### src/rtl/hazard_ctrl_pkg.sv
// rtl/hazard_ctrl_pkg.sv - shared pipeline constants, sequencer state and forward-select helper
package hazard_ctrl_pkg;

  localparam logic [1:0] FWD_RF    = 2'd0;
  localparam logic [1:0] FWD_E     = 2'd1;
  localparam logic [1:0] FWD_M     = 2'd2;
  localparam logic [1:0] FWD_W     = 2'd3;
  localparam logic [1:0] TUSE_NONE = 2'd3;

  typedef enum logic {MD_IDLE = 1'b0, MD_BUSY = 1'b1} md_state_e;

  // Youngest qualifying producer wins; W always has its result ready.
  function automatic logic [1:0] fwd_sel(
    input logic [4:0] src,
    input logic       e_allowed,
    input logic [4:0] a3_e,
    input logic [1:0] tnew_e,
    input logic [4:0] a3_m,
    input logic [1:0] tnew_m,
    input logic [4:0] a3_w
  );
    if (e_allowed && a3_e == src && a3_e != 5'd0 && tnew_e == 2'd0) return FWD_E;
    if (a3_m == src && a3_m != 5'd0 && tnew_m == 2'd0) return FWD_M;
    if (a3_w == src && a3_w != 5'd0) return FWD_W;
    return FWD_RF;
  endfunction

endpackage

### src/rtl/hazard_ctrl_md_seq.sv
// rtl/hazard_ctrl_md_seq.sv - multiply/divide busy sequencer (IDLE/BUSY with down-counter)
module md_seq
  import hazard_ctrl_pkg::*;
#(
  parameter int MULT_CYCLES = 5,
  parameter int DIV_CYCLES  = 10
) (
  input  logic clk,
  input  logic reset,
  input  logic md_start_E,
  input  logic md_is_div_E,
  output logic md_busy
);

  localparam int MAX_CYCLES = (MULT_CYCLES > DIV_CYCLES) ? MULT_CYCLES : DIV_CYCLES;
  localparam int CW = $clog2(MAX_CYCLES + 1);

  md_state_e state, state_n;
  logic [CW-1:0] md_cnt, md_cnt_n;

  always_ff @(posedge clk) begin
    if (reset) begin
      state  <= MD_IDLE;
      md_cnt <= '0;
    end else begin
      state  <= state_n;
      md_cnt <= md_cnt_n;
    end
  end

  // A start always reloads, so an unexpected start while BUSY restarts the count.
  always_comb begin
    state_n  = state;
    md_cnt_n = md_cnt;
    if (md_start_E) begin
      state_n  = MD_BUSY;
      md_cnt_n = md_is_div_E ? CW'(DIV_CYCLES) : CW'(MULT_CYCLES);
    end else if (state == MD_BUSY) begin
      if (md_cnt <= CW'(1)) begin
        state_n  = MD_IDLE;
        md_cnt_n = '0;
      end else begin
        md_cnt_n = md_cnt - CW'(1);
      end
    end
  end

  assign md_busy = (state == MD_BUSY);

endmodule

### src/rtl/hazard_ctrl.sv
// rtl/hazard_ctrl.sv - pipeline stall/flush/forwarding control and mult/div interlock
// Optional stall statistics counter enabled by HAZ_STATS_EN.
module hazard_ctrl
  import hazard_ctrl_pkg::*;
#(
  parameter int MULT_CYCLES = 5,
  parameter int DIV_CYCLES  = 10
) (
  input  logic        clk,
  input  logic        reset,
  input  logic [4:0]  rs_D,
  input  logic [4:0]  rt_D,
  input  logic [1:0]  Tuse_rs_D,
  input  logic [1:0]  Tuse_rt_D,
  input  logic [4:0]  rs_E,
  input  logic [4:0]  rt_E,
  input  logic [4:0]  A3_E,
  input  logic [4:0]  A3_M,
  input  logic [4:0]  A3_W,
  input  logic [1:0]  Tnew_E,
  input  logic [1:0]  Tnew_M,
  input  logic        md_start_E,
  input  logic        md_is_div_E,
  input  logic        md_use_D,
  output logic        stall,
  output logic        flush_E,
  output logic [1:0]  fwd_rs_D,
  output logic [1:0]  fwd_rt_D,
  output logic [1:0]  fwd_rs_E,
  output logic [1:0]  fwd_rt_E,
`ifdef HAZ_STATS_EN
  output logic [31:0] stall_count,
`endif
  output logic        md_busy
);

  logic stall_rs_e, stall_rt_e, stall_rs_m, stall_rt_m;
  logic data_stall, md_stall;

  // A producer stalls D only when its result arrives later than D needs it.
  assign stall_rs_e = (rs_D == A3_E) && (A3_E != 5'd0) && (Tuse_rs_D < Tnew_E);
  assign stall_rt_e = (rt_D == A3_E) && (A3_E != 5'd0) && (Tuse_rt_D < Tnew_E);
  assign stall_rs_m = (rs_D == A3_M) && (A3_M != 5'd0) && (Tuse_rs_D < Tnew_M);
  assign stall_rt_m = (rt_D == A3_M) && (A3_M != 5'd0) && (Tuse_rt_D < Tnew_M);

  assign data_stall = stall_rs_e | stall_rt_e | stall_rs_m | stall_rt_m;
  assign md_stall   = md_use_D && (md_busy || md_start_E);
  assign stall      = data_stall | md_stall;
  assign flush_E    = stall;

  assign fwd_rs_D = fwd_sel(rs_D, 1'b1, A3_E, Tnew_E, A3_M, Tnew_M, A3_W);
  assign fwd_rt_D = fwd_sel(rt_D, 1'b1, A3_E, Tnew_E, A3_M, Tnew_M, A3_W);
  assign fwd_rs_E = fwd_sel(rs_E, 1'b0, A3_E, Tnew_E, A3_M, Tnew_M, A3_W);
  assign fwd_rt_E = fwd_sel(rt_E, 1'b0, A3_E, Tnew_E, A3_M, Tnew_M, A3_W);

  md_seq #(
    .MULT_CYCLES(MULT_CYCLES),
    .DIV_CYCLES (DIV_CYCLES)
  ) u_md_seq (
    .clk        (clk),
    .reset      (reset),
    .md_start_E (md_start_E),
    .md_is_div_E(md_is_div_E),
    .md_busy    (md_busy)
  );

`ifdef HAZ_STATS_EN
  always_ff @(posedge clk) begin
    if (reset) begin
      stall_count <= '0;
    end else if (stall && stall_count != 32'hFFFF_FFFF) begin
      stall_count <= stall_count + 32'd1;
    end
  end
`endif

endmodule

### config.mk
export PLATFORM = sky130hd
export DESIGN_NAME = hazard_ctrl
export DESIGN_NICKNAME = d
export VERILOG_FILES = /design/src/rtl/hazard_ctrl_pkg.sv /design/src/rtl/hazard_ctrl_md_seq.sv /design/src/rtl/hazard_ctrl.sv
export SDC_FILE = /design/constraint.sdc
export NUM_CORES = 1
export LEC_CHECK = 0
export BUFFER_PORTS_ARGS = -buffer_cell sky130_fd_sc_hd__buf_4
export CAP_MARGIN = 5
export CORE_MARGIN = 4
export CORE_UTILIZATION = 47
export CTS_BUF_LIST = sky130_fd_sc_hd__clkbuf_4
export CTS_CLUSTER_SIZE = 20
export DETAILED_ROUTE_END_ITERATION = 8
export PLACE_DENSITY_LB_ADDON = 0.1
export REMOVE_ABC_BUFFERS = 1
export SLEW_MARGIN = 20
export SYNTH_ARGS = -nofsm -noshare
export SYNTH_HDL_FRONTEND = slang
export SYNTH_SLANG_ARGS = --single-unit
export TNS_END_PERCENT = 10
### constraint.sdc
create_clock -name clk -period 2.09 [get_ports clk]
set_input_delay 0.209 -clock clk [delete_from_list [all_inputs] [get_ports clk]]
set_output_delay 0.209 -clock clk [all_outputs]
set_load 0.005 [all_outputs]
## After elaboration in Yosys (flattened, before gate mapping)

Index checks and enable logic that the tools add are counted.

| storage, ports and cells | value |
|---|---|
| flip-flop bits (word level) | 5 |
| bits of input ports | 48 |
| output and inout port bits | 11 |
| logic and storage cells | 103 |

| cells by class | value |
|---|---|
| add/sub/neg operators | 1 |
| $lt $le $gt $ge | 5 |
| equal/unequal tests | 14 |
| mux-type cells | 45 |
| bitwise logic cells | 4 |
| reductions and logical operators | 32 |

Operators with widths:

| kind | count |
|---|---|
| $eq 5x5->1 | 14 |
| $mux 2 | 20 |
| $logic_and 1x1->1 | 25 |
| $mux 1 | 21 |
| $mux 4 | 4 |
| $reduce_bool 5->1 | 3 |
| $lt 2x2->1 | 4 |
| $le 4x1->1 const B | 1 |
| $logic_not 2->1 | 2 |
| $or 1x1->1 | 4 |
| $sub 4x1->4 const B | 1 |
| $reduce_bool 2->1 | 1 |
| $logic_or 1x1->1 | 1 |

## Logic depth before layout (Yosys ltp)

Gate-level depths: netlist of run 1.

| logic depth | value |
|---|---|
| depth in word-level cells | 10 |
| depth in mapped cells | 7 |
| depth with buffers taken out | 7 |

## By module

Synthesis of run 1 repeated with hierarchy kept, for this count alone.

| second synthesis, totals | value |
|---|---|
| cell total of the unflattened synthesis | 151 |
| area total of the unflattened synthesis | 1181.1 µm² |

Modules (own cells, without submodules):

| module | instances | cells an instance | area an instance (µm²) | sequential area each (µm²) |
|---|---|---|---|---|
| hazard_ctrl | 1 | 120 | 898.4 | 0.0 |
| md_seq | 1 | 31 | 282.8 | 100.1 |

## Least setup slack after synthesis of run 1

OpenSTA, ideal clock, no wires.

| path | value |
|---|---|
| path type | input to output |
| start point | input A3_M[3] |
| end point | output stall |
| arrival | 1.525 ns |
| data required time | 1.881 ns |
| slack | 0.356 ns |
| stages on the path | 7 |
| path buffers | 2 |
| path through | buf_2 > xor2_1 > nor3_1 > nand3_1 > or4_1 > o2111ai_1 > buf_4 |

| on the way | value |
|---|---|
| cells in the longest elaborated chain, start to end | 6 |
| elaborated cells between the ends (all ways) | 10 |
| classes of those cells | 2 x eq/ne; 3 x bitwise; 5 x reduce/logical |

Ends and longest elaborated chain:

| item | line | RTL |
|---|---|---|
| start, declared | hazard_ctrl.sv:18 | `input logic [4:0] A3_M,` |
| $eq 5x5->1 / $reduce_bool 5->1 (equally long branches) | hazard_ctrl.sv:43, hazard_ctrl.sv:44 |  |
| $logic_and 1x1->1 (2 in series) | hazard_ctrl.sv:43 | `assign stall_rs_m = (rs_D == A3_M) && (A3_M != 5'd0) && (Tuse_rs_D < Tnew_M);` |
| $or 1x1->1 | hazard_ctrl.sv:46 | `assign data_stall = stall_rs_e \| stall_rt_e \| stall_rs_m \| stall_rt_m;` |
| $or 1x1->1 (*) | hazard_ctrl.sv:46 |  |
| $or 1x1->1 (*) | hazard_ctrl.sv:48 | `assign stall = data_stall \| md_stall;` |
| end, declared | hazard_ctrl.sv:25 | `output logic stall,` |

Mark *: on every way between the ends. The rest lies on a longest branch, timed or not.

## Final worst setup path of run 1

| path | value |
|---|---|
| start point | input A3_M[1] |
| end point | output fwd_rs_E[1] |

| on the way | value |
|---|---|
| cells in the longest elaborated chain, start to end | 5 |
| elaborated cells between the ends (all ways) | 6 |
| classes of those cells | 1 x eq/ne; 2 x mux; 3 x reduce/logical |

Ends and longest elaborated chain:

| item | line | RTL |
|---|---|---|
| $eq 5x5->1 / $reduce_bool 5->1 (equally long branches) | hazard_ctrl_pkg.sv:23 | `if (a3_m == src && a3_m != 5'd0 && tnew_m == 2'd0) return FWD_M;` |
| $logic_and 1x1->1 (*) (2 in series) | hazard_ctrl_pkg.sv:23 |  |
| $mux 1 (*) | hazard_ctrl_pkg.sv:23 |  |
| $mux 2 (*) | hazard_ctrl_pkg.sv:24 | `if (a3_w == src && a3_w != 5'd0) return FWD_W;` |
| end, declared | hazard_ctrl.sv:29 | `output logic [1:0] fwd_rs_E,` |

Marked as above.

==> results of run 1 <==
==> worst paths after layout <==
| kind | from | end | slack, ns |
|---|---|---|---|
| max | A3_M[1] | fwd_rs_E[1] | 0.20 |
| min | reset | u_md_seq.md_cnt[1] | 0.15 |
| max reg2reg | u_md_seq.md_cnt[0] | u_md_seq.md_cnt[3] | 0.50 |
| min reg2reg | u_md_seq.md_cnt[0] | u_md_seq.md_cnt[0] | 0.61 |
==> cell usage in the layout (no fill, tap or decap), types with 2 or more instances in the layout <==
cell type	n
nor4_2	2
dfxtp_1	5
a21boi_0	2
o21a_1	4
inv_1	6
o21ai_0	4
nand2_1	4
xor2_1	28
a21oi_1	5
buf_4	58
ha_1	6
xnor2_1	22
or3_1	2
nand4_1	4
o22ai_1	2
nand3_1	7
a41o_1	2
or4_1	2
clkbuf_4	4
nand2b_1	3
nor3_1	10
nor2_1	10
==> routing by layer <==
| layer | up-vias | wire, µm | GRT usage (%) |
|---|---|---|---|
| met5 | - | 0 | 0 |
| met4 | 0 | 12 | 5.63 |
| met3 | 2 | 169 | 2.49 |
| met2 | 36 | 1610 | 36.3 |
| met1 | 560 | 1350 | 23.0 |
| li1 | 623 | - | - |
==> cells by family (layout without fill, tap and decap cells) <==
group,after synthesis,after routing,synth area share (%)
fa+ha+maj,6,6,6.53
flops,5,5,8.71
buf+inv,18,68,8.49
simple gates,46,46,21.9
compound gates,26,26,16.3
xor+xnor,50,50,38.1
==> flip-flops by register name, summed over array words and instances (netlist names) <==
signal,cells
u_md_seq.md_busy,1
u_md_seq.md_cnt,4
==> metrics by stage <==
| stage | util, % | area (µm²) | setup slack, ns | power, W | std cells |
|---|---|---|---|---|---|
| 2_1_floorplan | - | 1070 | 0.566 | 0.000253 | 139 |
| 3_3_place_gp | 67.9 | 1550 | 0.218 | 0.000398 | 225 |
| 3_5_place_dp | 67.9 | 1550 | 0.192 | 0.000404 | 225 |
| 4_1_cts | 69.2 | 1580 | 0.188 | 0.000531 | 229 |
| 5_1_grt | 69.2 | 1580 | 0.124 | 0.000570 | 229 |
| 6_report | 69.2 | 1580 | 0.199 | 0.000531 | 229 |
==> critical path: stages <==
cell    delay [ns]
buf_4         0.14
or4_4         0.54
nor2_2        0.12
or3_1         0.24
nor4_2        0.09
a41o_1        0.21
buf_4         0.13
==> final cells by class <==
class / instances / area [µm²]
multi-input combinational: 128 / 952
sequential: 5 / 100
inverter: 6 / 22.5
tap: 28 / 35.0
clock buffer: 4 / 30.0
fill: 186 / 701
timing repair buffer: 58 / 435
==> power groups by stage <==
stage | sequential, W | combinational (W) | clock (W)
final | 0.000112 | 0.000293 | 0.000126
after global routing | 0.000113 | 0.000326 | 0.000130
after CTS | 0.000111 | 0.000293 | 0.000126
after detailed placement | 0.000113 | 0.000291 | 0
after global placement | 0.000113 | 0.000285 | 0
after floorplan | 0.000111 | 0.000142 | 0
==> cells in the mapped netlist, drive strengths merged, types with 2 or more instances <==
cell type | n | area, µm²
clkbuf | 4 | 15.0
o21a | 4 | 30.0
or3 | 2 | 12.5
ha | 6 | 75.1
dfxtp | 5 | 100
inv | 6 | 22.5
o22ai | 2 | 12.5
nand3 | 7 | 35.0
xor2 | 28 | 245
a41o | 2 | 20.0
a21oi | 5 | 25.0
o21ai | 4 | 20.0
nand2b | 3 | 18.8
nor2 | 11 | 43.8
nand4 | 4 | 25.0
or4 | 3 | 26.3
nor4 | 2 | 25.0
nor3 | 10 | 50.1
buf | 8 | 60.1
a21boi | 2 | 15.0
nand2 | 4 | 15.0
xnor2 | 22 | 193
==> impl_metrics.tcl, run 1 <==
set metrics [dict create \
    cts_hold_buf 0 \
    finalWirelength_um 3150 \
    start_util_pct 50.5 \
    rsz0062_at_grt "no" \
    hold_depth 2 \
    critPathLaunchType "input pin" \
    wire_per_inst_um 13.7 \
    post-dp-hpwl_um 2660 \
    cts_tree "done" \
    antenna_left 0 \
    max_cap_viol_count 0 \
    clkSlewWorstSetupHoldPaths_ns 0.04 \
    critPathRequiredTime_ns 1.88 \
    critPathMaxFanout 6 \
    nets 256 \
    hp-class "input pin to flip-flop" \
    worstPathArrival_ns 1.68 \
    drive_above_1_share_pct 32.8 \
    power_frac_seq_pct 21.0 \
    insertion_delay_ns 0.24 \
    port_buffers 58 \
    die_w_um 57.5 \
    vias 1221 \
    core_um2 2280 \
    r2r_cells 7 \
    design.portCount 59 \
    finalClockSkew_ns 0.00444 \
    drt-initial-drc-count 36 \
    p_clk_share_pct 23.8 \
    grt_pass1_wl_um 5350 \
    power_leakage_nw 0.706 \
    ir_drop_mv 0.296 \
    outcome "completed" \
    crit_type "input pin to output port" \
    postCtsSetupRepairBufs 0 \
    syn_area_um2 1150 \
    via_per_inst 5.33 \
    grt_overflow 0 \
    max_freq_ghz 0.529 \
    synth_seq_cells 5 \
    cts_made_buffers 3 \
    syn_area_per_cell_um2 7.61 \
    p_switching_w 0.000185 \
    period_share_pct 90.5 \
    cts_buffer_depth 2 \
    ys_async_sr_fraction_pct 0 \
    slew_headroom_pct 78.5 \
    cts_resized 0 \
    p_sw_share_pct 34.8 \
    power_density_nw_per_um2 337 \
    syn2layout_area_growth_pct 37.0 \
    grt_pass1_vias 1290 \
    grt_usage_pct 19.5 \
    finalHoldViolations 0 \
    die_h_um 57.5 \
    drcViolationCount 0 \
    clock_sinks 5 \
    ys_seq_area_share_pct 8.71 \
    ys.flop_type "dfxtp_1" \
    p_comb_share_pct 55.2 \
    num_rows 17 \
    cts_max_level 1 \
    antenna_found_initial 0 \
    finalSetupTns_ns 0 \
    synth_edf_count 0 \
    gp_congestion 0.883 \
    dieArea_um2 3300 \
    ys_warn_count 0 \
    grt_max_degree 9 \
    worst_slew_pin_slew_ns 0.320 \
    drv_slew 0 \
    antenna_cells 0 \
    p_int_w 0.000346 \
    drtPass1Iterations 4 \
    synthCells 151 \
    fin_crit_ns 1.89 \
    hold_ws_ns 0.148 \
    yosysUniqueCellTypes 34 \
    end_kind "output port" \
    cts_root_buffer "clkbuf_4" \
    setup_violations 0 \
]
(Power assumes the default switching activity.)
==> inputs of run 2 (changes only) <==
--- a/config.mk
+++ b/config.mk
@@ -12,7 +12,7 @@
 export CTS_BUF_LIST = sky130_fd_sc_hd__clkbuf_4
 export CTS_CLUSTER_SIZE = 20
 export DETAILED_ROUTE_END_ITERATION = 8
-export PLACE_DENSITY_LB_ADDON = 0.1
+export PLACE_DENSITY = 0.82
 export REMOVE_ABC_BUFFERS = 1
 export SLEW_MARGIN = 20
 export SYNTH_ARGS = -nofsm -noshare
==> impl_metrics.tcl, run 2 (synthesis gave the netlist of run 1 again) <==
set metrics [dict create \
    outcome "completed" \
    crit_chain "buf_4, or4_4, nor2_2, or3_1, nor4_2, a41o_1, buf_4" \
    max_freq_ghz 0.519 \
    port_buffers 58 \
    regMostFlops "u_md_seq.md_cnt" \
    antenna_left 0 \
    die_h_um 57.5 \
    cts_resized 0 \
    via_per_inst 5.71 \
    postCtsSetupRepairBufs 0 \
    design.portCount 59 \
    finalHoldViolations 0 \
    die_w_um 57.5 \
    finalClockSkew_ns 0.000138 \
    p_comb_share_pct 56.2 \
    nets 256 \
    post-dp-hpwl_um 3140 \
    vias 1308 \
    cts_max_level 1 \
    critPathRequiredTime_ns 1.88 \
    drt-initial-drc-count 37 \
    cpMostUsedCell "buf_4" \
    final-seq-area_um2 100 \
    power_density_nw_per_um2 343 \
    max_cap_viol_count 0 \
    p_sw_share_pct 35.9 \
    hp-class "input pin to flip-flop" \
    crit_type "input pin to output port" \
    clkSlewWorstSetupHoldPaths_ns 0.04 \
    final_common_cell "buf_4" \
    clock_sinks 5 \
    final_cells 229 \
    crit-reg2reg-launch "u_md_seq.md_cnt[0]" \
    end_kind "output port" \
    antenna_found_initial 0 \
    cts_hold_buf 0 \
    grt_overflow 0 \
    cts_made_buffers 3 \
    finalWirelength_um 3600 \
    critPathMaxFanout 6 \
    core_um2 2280 \
    reg2reg_slack_ns 0.49 \
    worst_slew_pin_slew_ns 0.414 \
    power_frac_seq_pct 20.6 \
    drive_above_1_share_pct 32.8 \
    drv_slew 0 \
    antenna_cells 0 \
    multi_input_comb_area_um2 952 \
    finalSetupTns_ns 0 \
    syn2layout_area_growth_pct 37.0 \
    rsz0062_at_grt "no" \
    slew_headroom_pct 72.2 \
    gp_congestion 0.841 \
    critical_path.reg2reg.endpoint "u_md_seq.md_cnt[3]" \
    dp.cells 225 \
    grt_pass1_vias 1339 \
    crit_slowest_cell "or4_4" \
    cts_tree "done" \
    cts_root_buffer "clkbuf_4" \
    slowest_delay_ns 0.53 \
    period_share_pct 92.2 \
    worstPathArrival_ns 1.72 \
    insertion_delay_ns 0.24 \
    critPathLaunchType "input pin" \
    num_rows 17 \
    grt_usage_pct 22.3 \
    p_clk_share_pct 23.2 \
    r2r_cells 7 \
    ir_drop_mv 0.306 \
    largest_register_ffs 4 \
    drtPass1Iterations 4 \
    grt_pass1_wl_um 5870 \
    wire_per_inst_um 15.7 \
    fillers 194 \
    fin_crit_ns 1.93 \
    grt_max_degree 9 \
    cp-startpoint "A3_M[1]" \
    dieArea_um2 3300 \
    p_switching_w 0.000194 \
    setup_violations 0 \
    start_util_pct 50.5 \
    power_leakage_nw 0.706 \
    final_cell_mix "buf_4 (58), xor2_1 (28), xnor2_1 (22)" \
    drcViolationCount 0 \
    p_int_w 0.000347 \
    cts_buffer_depth 2 \
    critPathCapture "fwd_rs_E[1]" \
]
run 2: final cells by class:
class                      instances  share of cell area (%)
multi-input combinational        128                    60.4
sequential                         5                    6.35
tap                               28                    2.22
timing repair buffer              58                    27.6
clock buffer                       4                    1.91
inverter                           6                    1.43
run 2: worst max-delay path: cells and delay by family:
family	cells	cell delay (ns)
AND/OR/NAND/NOR	4	1.02
AO/OA/AOI/OAI	1	0.22
buffers and inverters	2	0.27
run 2: worst min-delay path by stage:
stage | end | slack (ns) | from | depth (start not counted)
2_1_floorplan | u_md_seq.md_cnt[1] | 0.28 | reset | 1
3_3_place_gp | u_md_seq.md_cnt[1] | 0.39 | reset | 2
3_5_place_dp | u_md_seq.md_cnt[3] | 0.40 | reset | 2
4_1_cts | u_md_seq.md_cnt[3] | 0.14 | reset | 2
5_1_grt | u_md_seq.md_cnt[3] | 0.15 | reset | 2
6_report | u_md_seq.md_cnt[3] | 0.14 | reset | 2
run 2: per-stage QoR:
| step | instance area [µm²] | hold WS, ns | setup WS (ns) | utilization, % | power [W] |
|---|---|---|---|---|---|
| 3_5_place_dp | 1550 | 0.398 | 0.190 | 67.9 | 0.000413 |
| 3_3_place_gp | 1550 | 0.391 | 0.198 | 67.9 | 0.000398 |
| 4_1_cts | 1580 | 0.142 | 0.186 | 69.2 | 0.000541 |
| 5_1_grt | 1580 | 0.145 | 0.0896 | 69.2 | 0.000580 |
| 6_report | 1580 | 0.144 | 0.163 | 69.2 | 0.000541 |
| 2_1_floorplan | 1070 | 0.278 | 0.566 | - | 0.000253 |
run 2: layer usage:
metal | GRT usage, % | vias to the layer above | part of all wire (%)
met3 | 2.26 | 9 | 4.7
met2 | 44.5 | 52 | 56
met5 | 0 | - | 0
li1 | - | 621 | -
met1 | 23.4 | 626 | 37
met4 | 8.28 | 0 | 1.9
run 2: power groups by stage:
| stage | clock network, W | registers, W | logic, W |
|---|---|---|---|
| 2_1_floorplan | 0 | 0.000111 | 0.000142 |
| 3_3_place_gp | 0 | 0.000112 | 0.000286 |
| 3_5_place_dp | 0 | 0.000113 | 0.000301 |
| 4_1_cts | 0.000128 | 0.000111 | 0.000302 |
| 5_1_grt | 0.000135 | 0.000113 | 0.000332 |
| 6_report | 0.000125 | 0.000111 | 0.000304 |
